--- src/rtl/router_pkg.sv ---
// rtl/router_pkg.sv - shared router packet type and header field layout helpers
package router_pkg;

    localparam int PACKET_TYPE_WIDTH = 4;
    localparam logic [PACKET_TYPE_WIDTH-1:0] ROUTING_HEADER = 4'hA;

    // Header layout, LSB first: dest_y, dest_x, src_y, src_x, len; type sits at the top.
    function automatic int hdr_dst_y_lsb(input int xw, input int yw);
        return 0;
    endfunction

    function automatic int hdr_dst_x_lsb(input int xw, input int yw);
        return yw;
    endfunction

    function automatic int hdr_src_y_lsb(input int xw, input int yw);
        return xw + yw;
    endfunction

    function automatic int hdr_src_x_lsb(input int xw, input int yw);
        return xw + 2 * yw;
    endfunction

    function automatic int hdr_len_lsb(input int xw, input int yw);
        return 2 * (xw + yw);
    endfunction

endpackage

--- src/rtl/axis_if.sv ---
// rtl/axis_if.sv - AXI-Stream style interface with master and slave modports
interface axis_if #(
    parameter int DATA_WIDTH = 32
);
    logic [DATA_WIDTH-1:0] tdata;
    logic                  tvalid;
    logic                  tready;
    logic                  tlast;

    modport m (output tdata, output tvalid, output tlast, input tready);
    modport s (input tdata, input tvalid, input tlast, output tready);
endinterface

--- src/rtl/axis_reg_slice.sv ---
// rtl/axis_reg_slice.sv - two-entry skid buffer with fully registered outputs
module axis_reg_slice #(
    parameter int WIDTH = 33
) (
    input  logic             clk,
    input  logic             rst_n,
    input  logic [WIDTH-1:0] s_tdata,
    input  logic             s_tvalid,
    output logic             s_tready,
    output logic [WIDTH-1:0] m_tdata,
    output logic             m_tvalid,
    input  logic             m_tready
);

    logic             skid_valid;
    logic [WIDTH-1:0] skid_data;

    // Upstream ready depends only on skid occupancy, so it never waits on m_tready.
    assign s_tready = !skid_valid;

    always_ff @(posedge clk or negedge rst_n) begin
        if (!rst_n) begin
            m_tvalid   <= 1'b0;
            m_tdata    <= '0;
            skid_valid <= 1'b0;
            skid_data  <= '0;
        end else if (m_tready || !m_tvalid) begin
            if (skid_valid) begin
                m_tvalid   <= 1'b1;
                m_tdata    <= skid_data;
                skid_valid <= 1'b0;
            end else begin
                m_tvalid <= s_tvalid;
                if (s_tvalid) begin
                    m_tdata <= s_tdata;
                end
            end
        end else if (s_tvalid && !skid_valid) begin
            skid_valid <= 1'b1;
            skid_data  <= s_tdata;
        end
    end

endmodule

--- src/rtl/axis_packetizer.sv ---
// rtl/axis_packetizer.sv - prepends a routing header to a counted payload stream
module axis_packetizer
    import router_pkg::*;
#(
    parameter int DATA_WIDTH          = 32,
    parameter int MAX_ROUTERS_X       = 4,
    parameter int MAX_ROUTERS_Y       = 4,
    parameter int MAX_ROUTERS_X_WIDTH = $clog2(MAX_ROUTERS_X),
    parameter int MAX_ROUTERS_Y_WIDTH = $clog2(MAX_ROUTERS_Y)
) (
    input  logic                           clk,
    input  logic                           rst_n,
    input  logic [MAX_ROUTERS_X_WIDTH-1:0] router_x,
    input  logic [MAX_ROUTERS_Y_WIDTH-1:0] router_y,
    input  logic                           cmd_valid,
    output logic                           cmd_ready,
    input  logic [MAX_ROUTERS_X_WIDTH-1:0] cmd_dest_x,
    input  logic [MAX_ROUTERS_Y_WIDTH-1:0] cmd_dest_y,
    input  logic [7:0]                     cmd_len,
    axis_if.s                              in,
    axis_if.m                              out,
    output logic                           err_len,
    output logic                           err_hdr
);

    localparam int XW       = MAX_ROUTERS_X_WIDTH;
    localparam int YW       = MAX_ROUTERS_Y_WIDTH;
    localparam int LEN_LSB  = hdr_len_lsb(XW, YW);
    localparam int SRCX_LSB = hdr_src_x_lsb(XW, YW);
    localparam int SRCY_LSB = hdr_src_y_lsb(XW, YW);
    localparam int DSTX_LSB = hdr_dst_x_lsb(XW, YW);
    localparam int DSTY_LSB = hdr_dst_y_lsb(XW, YW);

    if (XW != YW || 2 * (XW + YW) + 8 + PACKET_TYPE_WIDTH > DATA_WIDTH) begin : g_param_check
        $error("axis_packetizer: coordinate widths differ or header does not fit DATA_WIDTH");
    end

    typedef enum logic [1:0] {
        IDLE    = 2'd0,
        HDR     = 2'd1,
        PAYLOAD = 2'd2
    } state_t;

    state_t          state;
    logic [7:0]      cnt;
    logic [7:0]      len_q;
    logic [XW-1:0]   dest_x_q;
    logic [YW-1:0]   dest_y_q;
    logic [XW-1:0]   src_x_q;
    logic [YW-1:0]   src_y_q;

    logic                  slice_ready;
    logic                  slice_valid;
    logic [DATA_WIDTH:0]   slice_in;
    logic [DATA_WIDTH:0]   slice_out;
    logic [DATA_WIDTH-1:0] hdr;
    logic                  in_hs;

    always_comb begin
        hdr = '0;
        hdr[DATA_WIDTH-1 -: PACKET_TYPE_WIDTH] = ROUTING_HEADER;
        hdr[LEN_LSB  +: 8]  = len_q;
        hdr[SRCX_LSB +: XW] = src_x_q;
        hdr[SRCY_LSB +: YW] = src_y_q;
        hdr[DSTX_LSB +: XW] = dest_x_q;
        hdr[DSTY_LSB +: YW] = dest_y_q;
    end

    assign cmd_ready   = (state == IDLE);
    assign in.tready   = (state == PAYLOAD) && slice_ready;
    assign in_hs       = in.tvalid && in.tready;
    assign slice_valid = (state == HDR) || ((state == PAYLOAD) && in.tvalid);
    assign slice_in    = (state == HDR) ? {1'b0, hdr} : {(cnt == 8'd1), in.tdata};

    always_ff @(posedge clk or negedge rst_n) begin
        if (!rst_n) begin
            state    <= IDLE;
            cnt      <= 8'd0;
            len_q    <= 8'd0;
            dest_x_q <= '0;
            dest_y_q <= '0;
            src_x_q  <= '0;
            src_y_q  <= '0;
            err_len  <= 1'b0;
            err_hdr  <= 1'b0;
        end else begin
            err_len <= 1'b0;
            err_hdr <= 1'b0;
            case (state)
                IDLE: begin
                    if (cmd_valid) begin
                        if (cmd_len == 8'd0) begin
                            err_len <= 1'b1;
                        end else begin
                            len_q    <= cmd_len;
                            dest_x_q <= cmd_dest_x;
                            dest_y_q <= cmd_dest_y;
                            src_x_q  <= router_x;
                            src_y_q  <= router_y;
                            state    <= HDR;
                        end
                    end
                end
                HDR: begin
                    if (slice_ready) begin
                        cnt   <= len_q;
                        state <= PAYLOAD;
                    end
                end
                PAYLOAD: begin
                    if (in_hs) begin
                        cnt     <= cnt - 8'd1;
                        err_hdr <= (in.tdata[DATA_WIDTH-1 -: PACKET_TYPE_WIDTH] == ROUTING_HEADER);
                        if (cnt == 8'd1) begin
                            state <= IDLE;
                        end
                    end
                end
                default: state <= IDLE;
            endcase
        end
    end

    axis_reg_slice #(
        .WIDTH(DATA_WIDTH + 1)
    ) u_slice (
        .clk      (clk),
        .rst_n    (rst_n),
        .s_tdata  (slice_in),
        .s_tvalid (slice_valid),
        .s_tready (slice_ready),
        .m_tdata  (slice_out),
        .m_tvalid (out.tvalid),
        .m_tready (out.tready)
    );

    assign out.tdata = slice_out[DATA_WIDTH-1:0];
    assign out.tlast = slice_out[DATA_WIDTH];

endmodule

--- src/flat_wrapper.sv ---
// flat-port wrapper written by rule: the top's interface ports become plain ports
module axis_packetizer_flat import router_pkg::*;
#(
    parameter int DATA_WIDTH          = 32,
    parameter int MAX_ROUTERS_X       = 4,
    parameter int MAX_ROUTERS_Y       = 4,
    parameter int MAX_ROUTERS_X_WIDTH = $clog2(MAX_ROUTERS_X),
    parameter int MAX_ROUTERS_Y_WIDTH = $clog2(MAX_ROUTERS_Y)
)
  (clk, rst_n, router_x, router_y, cmd_valid, cmd_ready, cmd_dest_x, cmd_dest_y, cmd_len, err_len, err_hdr, in_tdata, in_tvalid, in_tlast, in_tready, out_tdata, out_tvalid, out_tlast, out_tready);
  axis_if #(.DATA_WIDTH(DATA_WIDTH)) in_i ();
  axis_if #(.DATA_WIDTH(DATA_WIDTH)) out_i ();
  input  logic clk;
  input  logic rst_n;
  input  logic [MAX_ROUTERS_X_WIDTH-1:0] router_x;
  input  logic [MAX_ROUTERS_Y_WIDTH-1:0] router_y;
  input  logic cmd_valid;
  output logic cmd_ready;
  input  logic [MAX_ROUTERS_X_WIDTH-1:0] cmd_dest_x;
  input  logic [MAX_ROUTERS_Y_WIDTH-1:0] cmd_dest_y;
  input  logic [7:0] cmd_len;
  output logic err_len;
  output logic err_hdr;
  input wire logic [$bits(in_i.tdata)-1:0] in_tdata;
  input wire logic [$bits(in_i.tvalid)-1:0] in_tvalid;
  input wire logic [$bits(in_i.tlast)-1:0] in_tlast;
  output wire logic [$bits(in_i.tready)-1:0] in_tready;
  output wire logic [$bits(out_i.tdata)-1:0] out_tdata;
  output wire logic [$bits(out_i.tvalid)-1:0] out_tvalid;
  output wire logic [$bits(out_i.tlast)-1:0] out_tlast;
  input wire logic [$bits(out_i.tready)-1:0] out_tready;
  assign in_i.tdata = in_tdata;
  assign in_i.tvalid = in_tvalid;
  assign in_i.tlast = in_tlast;
  assign in_tready = in_i.tready;
  assign out_tdata = out_i.tdata;
  assign out_tvalid = out_i.tvalid;
  assign out_tlast = out_i.tlast;
  assign out_i.tready = out_tready;
  axis_packetizer #(.DATA_WIDTH(DATA_WIDTH), .MAX_ROUTERS_X(MAX_ROUTERS_X), .MAX_ROUTERS_Y(MAX_ROUTERS_Y), .MAX_ROUTERS_X_WIDTH(MAX_ROUTERS_X_WIDTH), .MAX_ROUTERS_Y_WIDTH(MAX_ROUTERS_Y_WIDTH)) u_core (.clk(clk), .rst_n(rst_n), .router_x(router_x), .router_y(router_y), .cmd_valid(cmd_valid), .cmd_ready(cmd_ready), .cmd_dest_x(cmd_dest_x), .cmd_dest_y(cmd_dest_y), .cmd_len(cmd_len), .in(in_i), .out(out_i), .err_len(err_len), .err_hdr(err_hdr));
endmodule
--- config.mk ---
export PLATFORM = sky130hd
export DESIGN_NAME = axis_packetizer_flat
export DESIGN_NICKNAME = d
export VERILOG_FILES = /design/src/rtl/router_pkg.sv /design/src/rtl/axis_if.sv /design/src/rtl/axis_reg_slice.sv /design/src/rtl/axis_packetizer.sv /design/src/flat_wrapper.sv
export SDC_FILE = /design/constraint.sdc
export NUM_CORES = 1
export LEC_CHECK = 0
export CORE_UTILIZATION = 50
export CTS_CLUSTER_DIAMETER = 100
export DETAILED_ROUTE_END_ITERATION = 8
export GPL_TIMING_DRIVEN = 0
export PLACE_DENSITY = 0.86
export SETUP_SLACK_MARGIN = 0.2
export SLEW_MARGIN = 20
export SYNTH_ARGS = -nofsm -noshare
export SYNTH_HDL_FRONTEND = slang
export SYNTH_HIERARCHICAL = 1
export SYNTH_SLANG_ARGS = --single-unit
--- constraint.sdc ---
create_clock -name clk -period 3.9 [get_ports clk]
set_input_delay 0.78 -clock clk [delete_from_list [all_inputs] [get_ports clk]]
set_output_delay 0.78 -clock clk [all_outputs]
set_load 0.05 [all_outputs]
==> metrics.csv, run 1 <==
stage,metric,value,unit
placed_design,numPortBuffers,90,
critical_path,critical_path_class,register to primary output,
critical_path,crit_arrival,2330,ps
critical_path,cp-start-kind,register,
logic_synthesis,synth_warnings,6,
worst_hold_path,hold_class,input port to asynchronous set/reset pin,
sta,finalMaxSlewViolations,0,
logic_synthesis,ys_types,39,
critical_path,required,3120,ps
job,maxCapViolations,0,
detailed_routing,wl_per_cell,17.9,um
cells_and_area,layout_commonest_cell,mux2_2,
sta,finalHoldViolations,0,
run_status,status,completed,
critical_path,worst-path-buf-inv,5,
clocking,clk_latency,350,ps
detailed_routing,ant_nets,0,
floorplanning,die_w,98.2,um
sta,whs,245,ps
critical_path,crit_path_top_delay_cell,clkdlybuf4s50_1,
cells_and_area,final_cell_mix,"113 x mux2_2, 96 x dfrtp_1, 89 x clkdlybuf4s50_1",
logic_synthesis,syn-cell-area,4620,sq um
logic_synthesis,synth_top_area_cell,dfrtp_1,
floorplanning,fp.coreArea,8850,sq um
detailed_routing,drt_wl_total,9870,um
detailed_routing,drt_iter0_markers,113,
grt,grt_pass1_vias,3174,
placed_design,hpwl,7160,um
sta,worst_pin_slew,555,ps
power,powerDensity,859,nW/um^2
logic_synthesis,synth_edf_count,0,
grt,grt_overflow,0,
sta,period_share,79.7,%
grt,antenna_found_initial,0,
cells_and_area,syn_to_final_growth,26.6,%
logic_synthesis,synth_area_leaders,"dfrtp_1 52%, mux2_2 28%, mux2_4 3.2%",
floorplanning,die_y,98.2,um
detailed_routing,detail_route.vias_per_cell,5.46,
power,p_leak,2.47,nW
logic_synthesis,synth_top_flop_cell,dfrtp_1,
sta,setup_viol,0,
floorplanning,rows,34,
critical_path,cp-end-kind,primary output,
detailed_routing,vias,3008,
floorplanning,die-area,9640,sq um
grt,gr-usage-all-layers,22.0,%
critical_path,cp_common_cell,inv_1,
critical_path,path_max_fanout,10,
sta,rsz0062_at_grt,no,
clocking,cts_buffers,9,
logic_synthesis,ys_seq_area_share,51.9,%
clocking,cts_setup_buffers,0,
logic_synthesis,synth_seq_cells,96,
cells_and_area,antenna_cells,0,
floorplanning,ioPinCount,92,
detailed_routing,drtPass1Iterations,6,
logic_synthesis,syn_nets,393,
cells_and_area,drive_gt1_share,36.6,%
sta,min_period,3110,ps
critical_path,critPathMaxStageDelay,830,ps
clocking,cts_sinks,96,
grt,grt_pass1_wl,16400,um
placed_design,gp_congestion,0.822,
floorplanning,initial_utilization,52.3,%
clocking,cts_tree,done,
logic_synthesis,synth_cells,337,
logic_synthesis,syn_avg_cell_area,13.7,sq um
clocking,htreeDepth,3,
clocking,clk_pin_slew_worst_paths,90,ps
power,ir_drop,493,uV
detailed_routing,drc,0,
logic_synthesis,netlist.area_leader.share,51.9,%
cells_and_area,fin_cells,551,
sta,slew-limit-headroom,62.7,%
cells_and_area,fin_nets,495,
critical_path,path_cells,"buf_6, buf_2, inv_1, inv_1, nor2_1, clkdlybuf4s50_1",
logic_synthesis,async_flop_share,100,%
critical_path,crit_family,buffers and inverters,
clocking,hold_buffers,0,
sta,timing.fmax,0.322,GHz
clocking,cts_max_path_buffers,2,
clocking,cts_resized,0,
placed_design,dp_cells,536,
sta,fin_skew,11.2,ps
clocking,cts-root-buf,clkbuf_8,
grt,grt_max_degree,81,
-- per-stage QoR --
step                      area [sq um]  utilization, %  setup slack (ps)  setup TNS, ps  total power, mW
final                             5850            66.1               793              0             5.03
after global routing              5850            66.1               672              0             5.32
after CTS                         5850            66.1               784              0             5.07
after detailed placement          5690            64.3              1150              0             4.48
after global placement            5660            64.0             -1460        -139800             4.39
after floorplan                   4620               -              1610              0             3.68
-- synthesized netlist by cell type (all sizes together), types with 2 or more instances --
master	instances
nand3	3
and2	15
clkbuf	2
nor2	14
mux2	129
a22o	2
nand2b	6
buf	15
o22ai	3
ha	2
dfrtp	96
inv	4
nand2	10
o21ai	7
a2bb2oi	3
nor2b	3
nor4	4
a21oi	8
-- worst register-to-register path, stage by stage, from the launching register on --
cell and delay [ps]:
dfrtp_1 440, nand2b_1 190, buf_4 200, clkbuf_1 250, nand2_1 210, nor3b_4 400, buf_6 230, mux2_2 360
-- where the power goes --
part / internal (mW) / switching, mW
clock: 0.246 / 0.326
combinational: 1.26 / 1.43
sequential: 1.48 / 0.298
-- cells by family (layout without fill, tap and decap cells) --
kind of cell	count (synthesis)	after routing	share of synthesized area, %
adder cells (fa/ha/maj)	2	2	0.541
buffers and inverters	21	127	3.25
flip-flops	96	96	51.9
AND/OR/NAND/NOR	60	60	7.87
multiplexers	129	129	32.2
AO/OA/AOI/OAI	29	29	4.17
-- state kept, by name, indices dropped and copies added (netlist names) --
signal / cells
u_core/u_slice/skid_data: 33
u_core/u_slice/m_tdata: 33
u_core/err_len: 1
u_core/u_slice/m_tvalid: 1
u_core/src_y_q: 2
u_core/state: 2
u_core/len_q: 8
u_core/dest_y_q: 2
u_core/cnt: 8
u_core/u_slice/skid_valid: 1
u_core/err_hdr: 1
u_core/dest_x_q: 2
u_core/src_x_q: 2
-- metal layers --
metal | vias to the layer above | GRT usage (%) | part of all wire, %
li1 | 1412 | - | -
met1 | 1521 | 28.6 | 45
met2 | 64 | 36.6 | 50
met3 | 11 | 4.44 | 3.4
met4 | 0 | 8.38 | 1.9
met5 | - | 0 | 0
-- worst paths after layout --
path | from | end | slack (ps) | cells after the start
setup / recovery | u_core/u_slice/skid_valid$_DFFE_PN0P_ | in_tready | 790 | 6
hold / removal | rst_n | u_core/u_slice/skid_data[6]$_DFFE_PN0P_ | 250 | 1
setup reg to reg | u_core/state[1]$_DFFE_PN0P_ | u_core/u_slice/skid_data[3]$_DFFE_PN0P_ | 1510 | 7
hold reg to reg | u_core/dest_x_q[1]$_DFFE_PN0P_ | u_core/dest_x_q[1]$_DFFE_PN0P_ | 490 | 1
max in group asynchronous | rst_n | u_core/err_len$_DFF_PN0_ | 3030 | 2
min in group clk | u_core/dest_x_q[1]$_DFFE_PN0P_ | u_core/dest_x_q[1]$_DFFE_PN0P_ | 490 | 1
-- cell type report --
type,instances,area (sq um)
buffer,17,135
clock buffer,12,145
clock inverter,3,18.8
fill,650,3000
inverter,4,15.0
multi-input combinational,220,2070
sequential,96,2400
tap,108,135
timing repair buffer,91,930
No activity file was read; power rests on OpenSTA's default activity.
==> inputs of run 2 (changes only) <==
--- a/config.mk
+++ b/config.mk
@@ -5,11 +5,11 @@
 export SDC_FILE = /design/constraint.sdc
 export NUM_CORES = 1
 export LEC_CHECK = 0
-export CORE_UTILIZATION = 50
+export CORE_UTILIZATION = 47
 export CTS_CLUSTER_DIAMETER = 100
 export DETAILED_ROUTE_END_ITERATION = 8
 export GPL_TIMING_DRIVEN = 0
-export PLACE_DENSITY = 0.86
+export PLACE_DENSITY = 0.85
 export SETUP_SLACK_MARGIN = 0.2
 export SLEW_MARGIN = 20
 export SYNTH_ARGS = -nofsm -noshare
==> constraint.sdc (replaced) <==
create_clock -name clk -period 2.7 [get_ports clk]
set_input_delay 0.54 -clock clk [delete_from_list [all_inputs] [get_ports clk]]
set_output_delay 0.54 -clock clk [all_outputs]
set_load 0.05 [all_outputs]
==> run 2 against run 1 <==
Routed wire length down 1.6%. Register-to-register slack worse by 1200 ps. Critical endpoint is now u_core/u_slice/skid_data[3]$_DFFE_PN0P_. Die area is 6.2% higher. Setup slack worse by 480 ps. Combinational power is 44% higher. Clock power up 53%. Clock skew is 0.99 ps lower. Highest routed layer unchanged.
==> metrics.csv, run 2 (synthesis gave the netlist of run 1 again) <==
stage,metric,value,unit
power,powerDensity,1240,nW/um^2
critical_path,path_max_fanout,10,
power,ir_drop,699,uV
cells_and_area,top_regs,"u_core/u_slice/m_tdata x33, u_core/u_slice/skid_data x33",
clocking,clk_pin_slew_worst_paths,90,ps
sta,worst_pin_slew,529,ps
clocking,cts_max_path_buffers,2,
power,p_clk_share,12.0,%
critical_path,cp-start-kind,register,
power,power.total,7.29,mW
grt,grt_max_degree,62,
sta,finalHoldViolations,0,
sta,finalWorstSetupSlack,318,ps
detailed_routing,drt_iter0_markers,120,
clocking,cts_setup_buffers,0,
grt,grt_pass1_vias,3180,
detailed_routing,drtPass1Iterations,5,
grt,grt_pass1_wl,15900,um
clocking,cts_buffers,9,
clocking,hold_buffers,0,
cells_and_area,layout_commonest_cell,mux2_2,
sta,finalMaxSlewViolations,0,
floorplanning,initial_utilization,49.3,%
cells_and_area,fin_nets,495,
grt,gr-usage-all-layers,20.4,%
cells_and_area,syn_to_final_growth,27.4,%
power,p_leak,2.47,nW
floorplanning,die-area,10200,sq um
detailed_routing,drt_wl_total,9710,um
job,maxCapViolations,0,
floorplanning,die_w,101,um
placed_design,hpwl,7120,um
floorplanning,die_y,101,um
power,internal-power,4.31,mW
cells_and_area,final_cell_mix,"113 x mux2_2, 96 x dfrtp_1, 88 x clkdlybuf4s50_1",
sta,period_share,88.2,%
run_status,status,completed,
placed_design,dp_cells,557,
grt,antenna_found_initial,0,
power,p_switching,2.98,mW
clocking,clk_latency,370,ps
critical_path,crit_arrival,2630,ps
detailed_routing,drc,0,
sta,setup-tns-final,0,ps
grt,grt_overflow,0,
worst_hold_path,hold_class,input port to asynchronous set/reset pin,
sta,rsz0062_at_grt,no,
sta,setup_viol,0,
sta,slew-limit-headroom,64.6,%
detailed_routing,ant_nets,0,
power,seqPwrFrac,35.2,%
sta,timing.fmax,0.420,GHz
floorplanning,ioPinCount,92,
sta,min_period,2380,ps
detailed_routing,vias,3034,
power,netSwitchingFraction,40.9,%
critical_path,required,2950,ps
clocking,cts_sinks,96,
cells_and_area,nFillCells,737,
cells_and_area,fin_cells,573,
detailed_routing,wl_per_cell,16.9,um
critical_path,critical_path_class,register to register,
clocking,cts_resized,3,
cells_and_area,antenna_cells,0,
critical_path,cp-end-kind,register,
clocking,cts-root-buf,clkbuf_8,
placed_design,gp_congestion,0.800,
placed_design,numPortBuffers,90,
clocking,cts_tree,done,
clocking,htreeDepth,3,
power,combPwrFrac,52.8,%
floorplanning,fp.coreArea,9370,sq um
detailed_routing,detail_route.vias_per_cell,5.29,
sta,fin_skew,10.2,ps
floorplanning,rows,35,
cells_and_area,drive_gt1_share,37.2,%
placed_design,post-place-ws,174,ps
[run 2: final timing paths]
| check | cells past startpoint | endpoint | start | slack, ps |
|---|---|---|---|---|
| max | 7 | u_core/u_slice/skid_data[3]$_DFFE_PN0P_ | u_core/state[1]$_DFFE_PN0P_ | 320 |
| min | 1 | u_core/u_slice/skid_data[28]$_DFFE_PN0P_ | rst_n | 60 |
| max reg2reg | 7 | u_core/u_slice/skid_data[3]$_DFFE_PN0P_ | u_core/state[1]$_DFFE_PN0P_ | 320 |
| min reg2reg | 1 | u_core/dest_x_q[1]$_DFFE_PN0P_ | u_core/dest_x_q[1]$_DFFE_PN0P_ | 490 |
| max in group asynchronous | 2 | u_core/dest_x_q[0]$_DFFE_PN0P_ | rst_n | 2030 |
| min in group clk | 1 | u_core/dest_x_q[1]$_DFFE_PN0P_ | u_core/dest_x_q[1]$_DFFE_PN0P_ | 490 |
[run 2: metrics by stage]
| stage | cell area (sq um) | utilization, % | hold slack (ps) |
|---|---|---|---|
| 6_report | 5890 | 62.9 | 58.6 |
| 2_1_floorplan | 4620 | - | 244 |
| 3_3_place_gp | 5690 | 60.7 | 469 |
| 4_1_cts | 5900 | 63.0 | 46.1 |
| 5_1_grt | 5890 | 62.9 | 63.5 |
| 3_5_place_dp | 5720 | 61.0 | 459 |
[run 2: final cells by class]
class	instances	area (sq um)	area share, %
Clock inverter	5	41.3	0.701
Inverter	4	15.0	0.255
Sequential cell	96	2400	40.8
Multi-Input combinational cell	220	2070	35.2
Buffer	17	135	2.29
Tap cell	129	161	2.74
Timing Repair Buffer	91	925	15.7
Clock buffer	11	141	2.40
[run 2: power by group through the flow]
stage	Sequential (mW)	Clock (mW)	Combinational, mW
6_report	2.56	0.877	3.85
5_1_grt	2.65	0.964	4.09
3_5_place_dp	2.59	0	3.87
2_1_floorplan	3.35	0	1.97
3_3_place_gp	2.56	0	3.78
4_1_cts	2.56	0.911	3.88
[run 2: per-layer routing]
metal	part of all wire [%]	up-vias	track usage, %
met4	1.4	0	6.47
met1	45	1541	27.0
met5	0	-	0
met2	50	68	34.3
met3	3.2	14	3.66
li1	-	1411	-
[run 2: critical path, stage by stage, from the launching register on]
cell,delay [ps]
dfrtp_1,430
nand2b_1,190
buf_4,200
clkbuf_1,240
nand2_1,210
nor3b_4,410
buf_6,230
mux2_2,350
